**config.mk**
```make
export PLATFORM = sky130hd
export DESIGN_NAME = montgomery_encode
export DESIGN_NICKNAME = d
export VERILOG_FILES = /design/src/rtl/newhope_pkg.sv /design/src/rtl/mont_redc_core.sv /design/src/rtl/montgomery_encode.sv
export SDC_FILE = /design/constraint.sdc
export NUM_CORES = 1
export LEC_CHECK = 0
export ABC_AREA = 0
export ABC_CLOCK_PERIOD_IN_PS = 6700
export BUFFER_PORTS_ARGS = -buffer_cell sky130_fd_sc_hd__buf_2
export CAP_MARGIN = 10
export CORE_UTILIZATION = 24
export DETAILED_ROUTE_END_ITERATION = 16
export GPL_TIMING_DRIVEN = 1
export PLACE_DENSITY_LB_ADDON = 0.25
export SLEW_MARGIN = 40
export SYNTH_ARGS = -nofsm -noshare
export SYNTH_HDL_FRONTEND = slang
export SYNTH_HIERARCHICAL = 1
export SYNTH_SLANG_ARGS = --single-unit
```
**constraint.sdc**
```tcl
create_clock -name clk -period 6.7 [get_ports clk]
set_input_delay 1.34 -clock clk [delete_from_list [all_inputs] [get_ports clk]]
set_output_delay 1.34 -clock clk [all_outputs]
set_load 0.02 [all_outputs]
```
**src/rtl/newhope_pkg.sv**
```systemverilog
// Shared NewHope arithmetic constants (q = 12289, Montgomery radix R = 2^18).
package newhope_pkg;

  localparam int unsigned Q        = 12289;
  localparam int unsigned QINV     = 12287;
  localparam int unsigned R_LOG    = 18;
  localparam int unsigned R2_MOD_Q = 3186;
  localparam int unsigned COEFF_W  = 14;
  localparam int unsigned T_W      = 26;

  typedef logic [COEFF_W-1:0] coeff_t;

endpackage

```
**src/rtl/mont_redc_core.sv**
```systemverilog
// Two-stage Montgomery reduction: s = (t + ((t*QINV) mod R) * q) / R, with valid/idx sideband.
module mont_redc_core
  import newhope_pkg::*;
#(
  parameter int unsigned IDX_W = 10
) (
  input  logic             clk,
  input  logic             reset,
  input  logic             advance,
  input  logic             in_valid,
  input  logic [T_W-1:0]   t,
  input  logic [IDX_W-1:0] in_idx,
  output logic             out_valid,
  output coeff_t           s,
  output logic [IDX_W-1:0] out_idx
);

  logic             v2;
  logic [T_W-1:0]   t2;
  logic [R_LOG-1:0] u2;
  logic [IDX_W-1:0] idx2;
  logic [R_LOG-1:0] u_next;
  logic [32:0]      sum;

  // Only the low R_LOG bits of t*QINV matter, so a T_W-bit product suffices.
  assign u_next = R_LOG'(t * T_W'(QINV));
  assign sum    = 33'(t2) + 33'(u2) * 33'(Q);

  always_ff @(posedge clk) begin
    if (!reset) begin
      v2        <= 1'b0;
      t2        <= '0;
      u2        <= '0;
      idx2      <= '0;
      out_valid <= 1'b0;
      s         <= '0;
      out_idx   <= '0;
    end else if (advance) begin
      v2        <= in_valid;
      t2        <= t;
      u2        <= u_next;
      idx2      <= in_idx;
      out_valid <= v2;
      s         <= COEFF_W'(sum >> R_LOG);
      out_idx   <= idx2;
    end
  end

endmodule

```
**src/rtl/montgomery_encode.sv**
```systemverilog
// Streams coefficients into Montgomery form (a*R mod q) with valid/ready backpressure.
// MONT_ENC_CANONICAL_EN adds a final conditional subtraction so out_data lies in [0, q).
module montgomery_encode
  import newhope_pkg::*;
#(
  parameter int unsigned IDX_W = 10
) (
  input  logic             clk,
  input  logic             reset,
  input  logic             in_valid,
  output logic             in_ready,
  input  logic [15:0]      in_data,
  input  logic [IDX_W-1:0] in_idx,
  output logic             out_valid,
  input  logic             out_ready,
  output logic [15:0]      out_data,
  output logic [IDX_W-1:0] out_idx
);

  logic             advance;
  coeff_t           a;
  logic             v1;
  logic [T_W-1:0]   t1;
  logic [IDX_W-1:0] idx1;
  logic             s_valid;
  coeff_t           s;
  logic [IDX_W-1:0] s_idx;

  // Whole pipeline moves in lockstep; bubbles are carried, not collapsed.
  assign advance  = !out_valid || out_ready;
  assign in_ready = advance;
  assign a        = COEFF_W'(in_data);

  always_ff @(posedge clk) begin
    if (!reset) begin
      v1   <= 1'b0;
      t1   <= '0;
      idx1 <= '0;
    end else if (advance) begin
      v1   <= in_valid && in_ready;
      t1   <= T_W'(a) * T_W'(R2_MOD_Q);
      idx1 <= in_idx;
    end
  end

  mont_redc_core #(
    .IDX_W(IDX_W)
  ) u_redc (
    .clk      (clk),
    .reset    (reset),
    .advance  (advance),
    .in_valid (v1),
    .t        (t1),
    .in_idx   (idx1),
    .out_valid(s_valid),
    .s        (s),
    .out_idx  (s_idx)
  );

`ifdef MONT_ENC_CANONICAL_EN
  logic             v4;
  coeff_t           d4;
  logic [IDX_W-1:0] idx4;

  always_ff @(posedge clk) begin
    if (!reset) begin
      v4   <= 1'b0;
      d4   <= '0;
      idx4 <= '0;
    end else if (advance) begin
      v4   <= s_valid;
      d4   <= (s >= COEFF_W'(Q)) ? s - COEFF_W'(Q) : s;
      idx4 <= s_idx;
    end
  end

  assign out_valid = v4;
  assign out_data  = 16'(d4);
  assign out_idx   = idx4;
`else
  assign out_valid = s_valid;
  assign out_data  = 16'(s);
  assign out_idx   = s_idx;
`endif

endmodule

```
==> out/metrics.yaml <==
run_status:
  status: "complete, no violations"
cells_and_area:
  area_growth_pct: 12.5
  diodes: 0
  nFillCells: 5692
  drive_gt1_share_pct: 8.85
  final-seq-area_um2: 2300
  multi_input_area_um2: 9720
  utilization_pct: 27.5
  nNetsFinal: 1870
synth:
  synth_edf_count: 0
  async_flop_share_pct: 0
  yosysMostFrequentCell: "inv_1"
  ys_ff_latch: 115
  avgSynthCellArea_um2: 9.61
  netlist-cell-type-count: 68
  syn-cell-area_um2: 13200
  synth_common_cells: "inv_1 (281), ha_1 (274), fa_1 (133)"
  ys_warn_count: 6
  synthCells: 1378
  synth_top_area_cell: "ha_1"
  yosysSeqAreaShare_pct: 17.4
  synth_ff_type: "dfxtp_1"
  synth.area.top_cells: "ha_1 (26%), fa_1 (20%), dfxtp_1 (17%)"
  synth_top_area_share_pct: 25.9
clocking:
  ctsHoldBuffers: 0
  clock_latency_ps: 420
  cts_setup_buffers: 0
  cts_sinks: 115
  cts_root_buf: "clkbuf_16"
  cts.clk_slew.worst_paths_ps: 60
  cts_tree: "done"
  cts_max_level: 4
  clockBufferDepth: 2
  cts_buffers: 17
  cts-resized-gates: 0
worst_setup_path:
  cpMostUsedCell: "fa_1"
  worstPathMaxFanout: 5
  critical_path_arrival_ps: 6210
  path_class: "flop to flop"
  slowest_stage: "fa_1"
  max_stage_delay_ps: 670
  startpoint_type: "flop"
  crit_chain: "inv_1 -> fa_1 -> fa_1 -> fa_1 -> inv_1 -> fa_1 -> fa_1 -> inv_1 -> fa_1 -> inv_1 -> ha_1 -> and2_1 -> a31o_2 -> inv_1 -> a31oi_1 -> a31oi_1 -> o21bai_1 -> a21oi_1 -> xnor2_1 -> o21ai_1"
  cp.required_ps: 7010
  worst-path-buf-inv: 5
  endpoint_kind: "flop"
  worst_path_dominant_cell_family: "adder cells"
global_route:
  grt_pass1_vias: 9164
  grt_pass1_wl_um: 47900
  grt_max_degree: 71
  grt_use_total_pct: 10.8
  grt_antenna_before_repair: 0
  grt-ovfl-total: 0
floorplan:
  dieArea_um2: 56100
  die_height_um: 237
  die_w_um: 237
  io-pin-count: 58
  start_util_pct: 24.5
  coreArea_um2: 54100
  fp-row-count: 85
route:
  wl_um: 28900
  detail_route.vias_per_cell: 4.14
  ant_nets: 0
  drc_errors: 0
  dr.pass1.iters: 4
  drt_iter0_markers: 246
  num_vias: 8864
  wl_per_cell_um: 13.5
timing:
  setup_tns_ps: 0
  maxSlewViolCount: 0
  finalSetupViolations: 0
  maxSlewHeadroom_pct: 44.8
  post-route-period-util_pct: 88.1
  worst_pin_slew_ps: 828
  skew_ps: 10.9
  period_needed_ps: 5900
  rsz0062_at_grt: "no"
  hold_violations: 0
  timing.fmax_ghz: 0.169
placed_design:
  gp_congestion: 0.828
  portBuffers: 53
  hpwl_um: 24200
run:
  maxCapViolations: 0
worst_hold_path:
  hold_class: "flop to flop"
## cells in the final DEF (no fill, tap or decap), types with 16 or more instances in the layout
cell type	instances
a21oi_1	58
buf_2	53
clkbuf_16	17
dfxtp_1	115
fa_1	133
ha_1	274
inv_1	279
mux2i_1	62
nand2_1	78
nand3_1	16
nor2_1	31
nor2b_1	72
o21ai_0	19
xnor2_1	49
xor2_1	18
## flip-flops by register name, indices dropped and copies added, names as in the netlist
register	count
v1	1
u_redc/u2	17
u_redc/s	14
u_redc/out_valid	1
idx1	10
u_redc/t2	26
u_redc/v2	1
u_redc/idx2	10
u_redc/out_idx	10
t1	25
## layer usage
layer / global-route usage [%] / wire, um / up-vias / share of wire, %
met3: 1.77 / 636 / 21 / 2.2
met5: 0 / 0 / - / 0
li1: - / - / 4581 / -
met1: 15.0 / 15000 / 4192 / 52
met4: 2.22 / 288 / 0 / 1.0
met2: 17.4 / 13000 / 70 / 45
## worst min-delay path, delay by kind of cell (launching register included)
kind	cells	cell delay, ps
simple gates	1	50
flops	1	310
compound gates	1	50
## kinds of logic (layout without fill, tap and decap cells)
logic type	Yosys count	count (layout)	synth area share, %
multiplexers	62	62	4.69
XOR/XNOR	67	67	4.43
AO/OA/AOI/OAI	169	169	8.71
flip-flops	115	115	17.4
AND/OR/NAND/NOR	240	240	9.32
buffers and inverters	317	376	9.42
other	1	10	0.0283
adder cells (fa/ha/maj)	407	407	46.0
## final cells by class
class                           instances  share of cell area (%)
Multi-Input combinational cell        955                    65.3
Sequential cell                       115                    15.5
Inverter                              283                    7.24
Tap cell                              696                    5.85
Clock buffer                           18                    2.95
Timing Repair Buffer                   61                    2.18
Clock inverter                         14                    1.04
## path summary, 6_finish.rpt
check,start,end,slack (ps),depth (start not counted)
worst max register to register,t1[6]$_SDFFE_PN0N_,u_redc/u2[17]$_SDFFE_PN0P_,800,20
worst max-delay path,t1[6]$_SDFFE_PN0N_,u_redc/u2[17]$_SDFFE_PN0P_,800,20
worst min register to register,u_redc/s[12]$_SDFFE_PN0P_,u_redc/s[12]$_SDFFE_PN0P_,440,2
worst min-delay path,u_redc/s[12]$_SDFFE_PN0P_,u_redc/s[12]$_SDFFE_PN0P_,440,2
## through the flow
stage	hold WS [ps]	cells	setup slack, ps	cell area, um^2
global placement	437	2110	782	14300
global route	472	2142	386	14900
floorplan	432	1387	1330	13300
detailed placement	441	2110	745	14300
finish	443	2142	798	14900
CTS	450	2142	745	14900
Power is left out: the tool's default activity adds up to more than one toggle a clock period on the data nets, which glitch-free logic cannot reach.
